--- src/rtl/det_pkg.sv ---
// Shared widths, FSM states and step tables for the sequential 4x4 determinant engine.
package det_pkg;

  localparam int unsigned DATA_W = 8;
  localparam int unsigned DET_W  = 4*DATA_W + 2;
  localparam int unsigned M2_W   = 2*DATA_W + 1;
  localparam int unsigned M3_W   = 3*DATA_W + 2;
  localparam int unsigned STEP_W = 5;

  typedef enum logic [2:0] {IDLE, MIN2, MIN3, FINAL, DONE} state_e;

  localparam logic [STEP_W-1:0] MIN2_END   = STEP_W'(11);
  localparam logic [STEP_W-1:0] MIN3_BASE  = STEP_W'(12);
  localparam logic [STEP_W-1:0] MIN3_END   = STEP_W'(23);
  localparam logic [STEP_W-1:0] FINAL_BASE = STEP_W'(24);
  localparam logic [STEP_W-1:0] FINAL_END  = STEP_W'(27);

  // Column pair (i,j) of each rows-2/3 minor m_ij; entries 6-7 are padding.
  localparam logic [1:0] MIN2_I [8] = '{2'd0, 2'd0, 2'd0, 2'd1, 2'd1, 2'd2, 2'd0, 2'd0};
  localparam logic [1:0] MIN2_J [8] = '{2'd1, 2'd2, 2'd3, 2'd2, 2'd3, 2'd3, 2'd0, 2'd0};

  // MIN3 step t (0..11): row-1 column, 2x2 minor index (m01..m23 = 0..5), target M0k.
  localparam logic [1:0] MIN3_COL [16] = '{2'd1, 2'd2, 2'd3,  2'd0, 2'd2, 2'd3,
                                           2'd0, 2'd1, 2'd3,  2'd0, 2'd1, 2'd2,
                                           2'd0, 2'd0, 2'd0, 2'd0};
  localparam logic [2:0] MIN3_MIN [16] = '{3'd5, 3'd4, 3'd3,  3'd5, 3'd2, 3'd1,
                                           3'd4, 3'd2, 3'd0,  3'd3, 3'd1, 3'd0,
                                           3'd0, 3'd0, 3'd0, 3'd0};
  localparam logic [1:0] MIN3_DST [16] = '{2'd0, 2'd0, 2'd0,  2'd1, 2'd1, 2'd1,
                                           2'd2, 2'd2, 2'd2,  2'd3, 2'd3, 2'd3,
                                           2'd0, 2'd0, 2'd0, 2'd0};
  localparam logic MIN3_SUB   [16] = '{1'b0, 1'b1, 1'b0,  1'b0, 1'b1, 1'b0,
                                       1'b0, 1'b1, 1'b0,  1'b0, 1'b1, 1'b0,
                                       1'b0, 1'b0, 1'b0, 1'b0};
  localparam logic MIN3_FIRST [16] = '{1'b1, 1'b0, 1'b0,  1'b1, 1'b0, 1'b0,
                                       1'b1, 1'b0, 1'b0,  1'b1, 1'b0, 1'b0,
                                       1'b0, 1'b0, 1'b0, 1'b0};
  localparam logic MIN3_LAST  [16] = '{1'b0, 1'b0, 1'b1,  1'b0, 1'b0, 1'b1,
                                       1'b0, 1'b0, 1'b1,  1'b0, 1'b0, 1'b1,
                                       1'b0, 1'b0, 1'b0, 1'b0};

  // Alternating cofactor signs along row 0.
  localparam logic FINAL_SUB [4] = '{1'b0, 1'b1, 1'b0, 1'b1};

endpackage

--- src/rtl/det4x4_seq_if.sv ---
// Start/busy/done handshake between the instruction decoder and the determinant engine.
interface det4x4_seq_if
  import det_pkg::*;
#(
  parameter int unsigned EL_W  = DATA_W,
  parameter int unsigned RES_W = DET_W
);
  logic                    start;
  logic [16*EL_W-1:0]      matrix;
  logic                    busy;
  logic                    done;
  logic signed [RES_W-1:0] det;

  modport master (output start, output matrix, input busy, input done, input det);
  modport slave  (input start, input matrix, output busy, output done, output det);
endinterface

--- src/rtl/det_mac.sv ---
// Shared signed multiply-accumulate: one product per enabled cycle, clr restarts the sum.
module det_mac
  import det_pkg::*;
#(
  parameter int unsigned A_W   = DATA_W,
  parameter int unsigned B_W   = M3_W,
  parameter int unsigned ACC_W = DET_W
) (
  input  logic                    clk,
  input  logic                    rst_n,
  input  logic                    en,
  input  logic                    clr,
  input  logic                    sub,
  input  logic signed [A_W-1:0]   a,
  input  logic signed [B_W-1:0]   b,
  output logic signed [ACC_W-1:0] acc,
  output logic signed [ACC_W-1:0] sum_c
);
  localparam int unsigned PROD_W = A_W + B_W;

  logic signed [PROD_W-1:0] prod;
  logic signed [ACC_W-1:0]  prod_x;
  logic signed [ACC_W-1:0]  base;

  assign prod   = PROD_W'(a) * PROD_W'(b);
  assign prod_x = ACC_W'(prod);
  assign base   = clr ? '0 : acc;
  assign sum_c  = sub ? (base - prod_x) : (base + prod_x);

  always_ff @(posedge clk or negedge rst_n) begin
    if (!rst_n) begin
      acc <= '0;
    end else if (en) begin
      acc <= sum_c;
    end
  end
endmodule

--- src/rtl/det4x4_seq.sv ---
// Sequential 4x4 determinant: 2x2 minors, then 3x3 minors, then row-0 expansion,
// all through one shared MAC with a fixed 29-cycle latency.
module det4x4_seq
  import det_pkg::*;
(
  input logic         clk,
  input logic         rst_n,
  det4x4_seq_if.slave bus
);
  localparam int unsigned B_W = M3_W;

  state_e                  state_q, state_d;
  logic [STEP_W-1:0]       step_q;
  logic signed [DATA_W-1:0] a_q  [16];
  logic signed [M2_W-1:0]  m2_q [6];
  logic signed [M3_W-1:0]  m3_q [4];
  logic                    busy_q, done_q;
  logic signed [DET_W-1:0] det_q;

  logic                    mac_en, mac_clr, mac_sub;
  logic signed [DATA_W-1:0] mac_a;
  logic signed [B_W-1:0]   mac_b;
  logic signed [DET_W-1:0] acc, sum_c;

  logic [3:0] t2, t3;
  logic [2:0] mi;
  logic [1:0] t4;

  // Phase-local step indices into the package tables.
  assign t2 = step_q[3:0];
  assign mi = t2[3:1];
  assign t3 = 4'(step_q - MIN3_BASE);
  assign t4 = 2'(step_q - FINAL_BASE);

  always_ff @(posedge clk or negedge rst_n) begin
    if (!rst_n) state_q <= IDLE;
    else        state_q <= state_d;
  end

  always_comb begin
    state_d = state_q;
    mac_en  = 1'b0;
    mac_clr = 1'b0;
    mac_sub = 1'b0;
    mac_a   = '0;
    mac_b   = '0;
    case (state_q)
      IDLE: begin
        if (bus.start) state_d = MIN2;
      end
      MIN2: begin
        // Even step: +a2i*a3j (fresh sum); odd step: -a2j*a3i.
        mac_en  = 1'b1;
        mac_clr = ~t2[0];
        mac_sub = t2[0];
        if (!t2[0]) begin
          mac_a = a_q[{2'd2, MIN2_I[mi]}];
          mac_b = B_W'(a_q[{2'd3, MIN2_J[mi]}]);
        end else begin
          mac_a = a_q[{2'd2, MIN2_J[mi]}];
          mac_b = B_W'(a_q[{2'd3, MIN2_I[mi]}]);
        end
        if (step_q == MIN2_END) state_d = MIN3;
      end
      MIN3: begin
        mac_en  = 1'b1;
        mac_clr = MIN3_FIRST[t3];
        mac_sub = MIN3_SUB[t3];
        mac_a   = a_q[{2'd1, MIN3_COL[t3]}];
        mac_b   = B_W'(m2_q[MIN3_MIN[t3]]);
        if (step_q == MIN3_END) state_d = FINAL;
      end
      FINAL: begin
        mac_en  = 1'b1;
        mac_clr = (t4 == 2'd0);
        mac_sub = FINAL_SUB[t4];
        mac_a   = a_q[{2'd0, t4}];
        mac_b   = m3_q[t4];
        if (step_q == FINAL_END) state_d = DONE;
      end
      DONE: begin
        state_d = IDLE;
      end
      default: begin
        state_d = IDLE;
      end
    endcase
  end

  always_ff @(posedge clk or negedge rst_n) begin
    if (!rst_n) begin
      step_q <= '0;
    end else if (state_q == IDLE) begin
      step_q <= '0;
    end else if (state_q != DONE) begin
      step_q <= step_q + STEP_W'(1);
    end
  end

  // Operand latch on acceptance; each minor is captured on the edge of its last step.
  always_ff @(posedge clk or negedge rst_n) begin
    if (!rst_n) begin
      for (int i = 0; i < 16; i++) a_q[i]  <= '0;
      for (int i = 0; i < 6; i++)  m2_q[i] <= '0;
      for (int i = 0; i < 4; i++)  m3_q[i] <= '0;
    end else begin
      if (state_q == IDLE && bus.start) begin
        for (int i = 0; i < 16; i++) a_q[i] <= bus.matrix[i*DATA_W +: DATA_W];
      end
      if (state_q == MIN2 && t2[0]) begin
        m2_q[mi] <= M2_W'(sum_c);
      end
      if (state_q == MIN3 && MIN3_LAST[t3]) begin
        m3_q[MIN3_DST[t3]] <= M3_W'(sum_c);
      end
    end
  end

  always_ff @(posedge clk or negedge rst_n) begin
    if (!rst_n) begin
      busy_q <= 1'b0;
      done_q <= 1'b0;
      det_q  <= '0;
    end else begin
      busy_q <= (state_d != IDLE);
      done_q <= (state_q == DONE);
      if (state_q == DONE) det_q <= acc;
    end
  end

  det_mac #(
    .A_W  (DATA_W),
    .B_W  (B_W),
    .ACC_W(DET_W)
  ) u_mac (
    .clk  (clk),
    .rst_n(rst_n),
    .en   (mac_en),
    .clr  (mac_clr),
    .sub  (mac_sub),
    .a    (mac_a),
    .b    (mac_b),
    .acc  (acc),
    .sum_c(sum_c)
  );

  assign bus.busy = busy_q;
  assign bus.done = done_q;
  assign bus.det  = det_q;

endmodule

--- src/flat_wrapper.sv ---
// flat-port wrapper written by rule: the top's interface ports become plain ports
module det4x4_seq_flat import det_pkg::*;
  (clk, rst_n, bus_start, bus_matrix, bus_busy, bus_done, bus_det);
  det4x4_seq_if bus_i ();
  input logic clk;
  input logic rst_n;
  input wire logic [$bits(bus_i.start)-1:0] bus_start;
  input wire logic [$bits(bus_i.matrix)-1:0] bus_matrix;
  output wire logic [$bits(bus_i.busy)-1:0] bus_busy;
  output wire logic [$bits(bus_i.done)-1:0] bus_done;
  output wire logic [$bits(bus_i.det)-1:0] bus_det;
  assign bus_i.start = bus_start;
  assign bus_i.matrix = bus_matrix;
  assign bus_busy = bus_i.busy;
  assign bus_done = bus_i.done;
  assign bus_det = bus_i.det;
  det4x4_seq u_core (.clk(clk), .rst_n(rst_n), .bus(bus_i));
endmodule
--- config.mk ---
export PLATFORM = sky130hd
export DESIGN_NAME = det4x4_seq_flat
export DESIGN_NICKNAME = d
export VERILOG_FILES = /design/src/rtl/det_pkg.sv /design/src/rtl/det4x4_seq_if.sv /design/src/rtl/det_mac.sv /design/src/rtl/det4x4_seq.sv /design/src/flat_wrapper.sv
export SDC_FILE = /design/constraint.sdc
export NUM_CORES = 2
export LEC_CHECK = 0
export CORE_UTILIZATION = 55
export CTS_CLUSTER_SIZE = 24
export DETAILED_ROUTE_END_ITERATION = 7
export GPL_TIMING_DRIVEN = 1
export PLACE_DENSITY = 0.81
export SETUP_SLACK_MARGIN = 0.4
export SYNTH_ARGS = -nofsm -noshare
export SYNTH_HDL_FRONTEND = slang
export SYNTH_SLANG_ARGS = --single-unit
--- constraint.sdc ---
create_clock -name clk -period 10.32 [get_ports clk]
set_input_delay 2.064 -clock clk [delete_from_list [all_inputs] [get_ports clk]]
set_output_delay 2.064 -clock clk [all_outputs]
set_load 0.05 [all_outputs]
==> impl_summary.txt <==
----------------------------------------------------
[Synth]
  Post-synthesis sequential area ratio ... 0.359
  Async SR Flop Fraction ... 1.00
  YS warnings ... 0
  Combined area of all synthesized cells ... 28800 um2
  Cell count after synthesis ... 2842
  Syn_nets ... 3247
  Most area-hungry cell type in the Yosys netlist ... dfrtp_1
  Main flop type after synthesis ... dfrtp_1
  Yosys top cell area share ... 0.359
  Post-synth EDFFs ... 0
  Flip-flop and latch count after synthesis ... 412
  Top cells by area in the synthesized netlist ... dfrtp_1 36%, fa_1 11%, mux2_2 8.9%
  Synth cell types ... 88
  Synthesized area per cell ... 10.1 um2

[Routing]
  Routed wire length per instance ... 22.2 um
  DRC violation total after the first TritonRoute iteration ... 2270
  # DRC ... 0
  Number of nets with antenna violations after detailed routing ... 0
  Total detailed-routing wirelength ... 82700 um
  Vias after detailed routing ... 22959
  DR pass1 iterations ... 6
  Post-DR vias/cell ... 6.17

[Floorplanning]
  Die width ... 231 um
  Number of placed I/O pins ... 167
  Core area ... 51500 um2
  Placement Rows ... 83
  DIE HEIGHT ... 231 um
  Starting density of the core ... 0.558
  Die Area ... 53200 um2

[Global route]
  Maximum number of pins on one net before global-route repair ... 188
  Total routing resource utilization after global routing ... 0.315
  Antenna violations before repair ... 1
  Global-route wire length before repair ... 131000 um
  Final global-route overflow total ... 0
  Number of global-route vias before repair ... 23761

[Clock tree]
  CTS H-tree depth ... 2
  CTS Buf Count ... 43
  Hold buffer count at cts ... 0
  CTS Buffer Depth ... 3
  Library cell used as clock root buffer ... clkbuf_16
  Clock insertion delay at the later pin of the skew report ... 0.59 ns
  Clock transition at the register clock pins on the worst setup and hold paths after CTS ... 0.06 ns
  Sinks on the clock net ... 412
  TritonCTS clock tree ... done

[Worst setup path]
  Endpoint kind of the worst setup timing path ... flip-flop
  Family with the most delay on the worst path ... adder cells
  CP Launch Type ... flip-flop
  Stage delay of the slowest cell on the critical path ... 0.54 ns
  CP max stage cell ... fa_1
  Cell repeated most along the worst path ... fa_1
  Buf+Inv Stages, Crit Path ... 9
  Data arrival time of the critical path ... 10.30 ns
  Required time of the critical path ... 10.78 ns
  Type of the worst setup path ... flip-flop to flip-flop
  Largest fanout on the critical path ... 14

[STA]
  Slew @ Worst Pin ... 1.31 ns
  Clock period minus final worst setup slack ... 9.84 ns
  Final period utilization ... 0.953
  Max Slew Vio Count ... 0
  Normalized max-slew margin ... 0.123
  Achievable Freq ... 0.102 GHz
  Setup repair after global routing missed its margin ... true
  Count of final hold-check violations ... 0
  Clk_skew ... 0.0271 ns
  Final Setup Violations ... 0

[Hold path]
  Type of the tightest min-delay check ... flip-flop to flip-flop

[Placed design]
  RePlAce Congestion ... 0.978
  IO Port Bufs ... 166
  Area after DPL ... 31500 um2
  Detailed placer's ending HPWL ... 58600 um

[Cells and area]
  Final net count ... 3420
  Layout cells sized above 1 ... 0.195
  Layout overhead on the synthesized area ... 16.9%
  Post-route standard cell area excluding fillers ... 33600 um2
  Number of fillers in the final layout ... 3886

[Run]
  Max-cap violations ... 0

[Status]
  Result of the run ... complete, no violations

----------------------------------------------------
cell usage in the layout (no fill, tap or decap), types with 8 or more instances in the layout:
cell,count
mux4_2,62
nor2b_1,14
and3_1,10
nand4_1,8
xnor2_2,9
or2_2,11
and2_1,89
nand2b_1,15
a211oi_1,10
clkdlybuf4s50_1,165
nor2_1,173
o21bai_1,11
buf_4,117
a31oi_1,8
a21oi_1,87
fa_1,164
clkbuf_16,43
inv_1,269
o22ai_1,26
o21a_1,16
o211ai_1,29
dfrtp_1,410
a21oi_2,10
nor3_1,18
nand3_1,23
or3_1,9
a21o_1,25
o221ai_1,17
o21ai_0,213
mux2_2,227
ha_1,101
xor2_1,31
nand2_1,326
mux2i_1,50
xnor2_1,42
layout make-up:
cell class                 instances  area, um2  share of cell area
timing repair buffer             291       2720              0.0809
sequential                       412      10300               0.307
multi-input combinational       1991      17300               0.514
tap                              680        851              0.0253
inverter                         276       1040              0.0308
antenna                            1       2.50           0.0000744
clock inverter                    16        209             0.00622
clock buffer                      57       1200              0.0357
per-layer routing:
metal	track usage	part of all wire
met3	0.0599	0.072
met2	0.528	0.49
met4	0.125	0.040
met1	0.404	0.40
met5	0	0
worst min-delay path, stage by stage, from the launching register on:
cell,delay (ns)
dfrtp_1,0.34
nand2_1,0.04
o21ai_0,0.06
registers in the layout, indices dropped and copies added (netlist names):
| register | flops |
|---|---|
| u_core.a_q | 128 |
| u_core.bus.busy | 1 |
| u_core.bus.det | 34 |
| u_core.bus.done | 1 |
| u_core.m2_q | 102 |
| u_core.m3_q | 104 |
| u_core.state_q | 3 |
| u_core.step_q | 5 |
| u_core.u_mac.acc | 34 |
synth_stat cells (11+ instances only):
library cell,count
o21bai_1,11
nor3_1,20
mux4_2,62
o211ai_1,29
xnor2_1,51
xor2_1,32
mux2i_1,53
nand3_1,23
or3_1,11
nor3b_1,11
o21a_1,16
ha_1,109
buf_1,17
a21o_1,26
dfrtp_1,412
nand2b_1,16
o21ai_0,219
nor2b_1,14
a21oi_1,98
o221ai_1,17
o22ai_1,27
a221oi_1,12
nand2_1,326
inv_1,273
clkbuf_1,136
a211oi_1,14
or2_2,12
nor2_1,174
fa_1,165
and2_1,89
mux2_2,227
through the flow:
step / TNS (ns) / hold slack [ns] / std cells / util / worst slack, ns
4_1_cts: 0 / 0.479 / 3713 / 0.645 / 0.399
6_report: 0 / 0.478 / 3724 / 0.653 / 0.482
3_3_place_gp: 0 / 0.455 / 3611 / 0.611 / 0.180
5_1_grt: 0 / 0.495 / 3724 / 0.653 / 0.0131
3_5_place_dp: -0.0105 / 0.465 / 3611 / 0.611 / -0.0105
2_1_floorplan: 0 / 0.443 / 2842 / - / 0.400
what timing repair did:
action	4_1_cts	5_1_grt
pin swaps	22	25
endpoints found under the setup margin	36	93
buffers inserted	27	10
resized for setup	13	65
cloned	2	0
kinds of logic (layout without fill, tap and decap cells):
kind of cell	Yosys count	after routing	synth area share
flip-flops	412	412	0.359
other	0	1	0
AND/OR/NAND/NOR	744	744	0.121
multiplexers	343	343	0.156
adder cells (fa/ha/maj)	274	274	0.162
buffers and inverters	439	640	0.0580
AO/OA/AOI/OAI	547	547	0.119
XOR/XNOR	83	83	0.0253
final timing paths:
kind,startpoint,to,slack [ns],cells past startpoint
worst max-delay path,u_core.step_q[3],u_core.u_mac.acc[33],0.48,41
worst min-delay path,u_core.m2_q[78],u_core.m2_q[78],0.48,2
worst max register to register,u_core.step_q[3],u_core.u_mac.acc[33],0.48,41
worst min register to register,u_core.m2_q[78],u_core.m2_q[78],0.48,2
max in group asynchronous,rst_n,u_core.step_q[1],7.11,2
min in group asynchronous,rst_n,u_core.bus.det[32],1.51,1
Power is left out: the tool's default activity adds up to more than one toggle a clock period on the data nets, which glitch-free logic cannot reach.
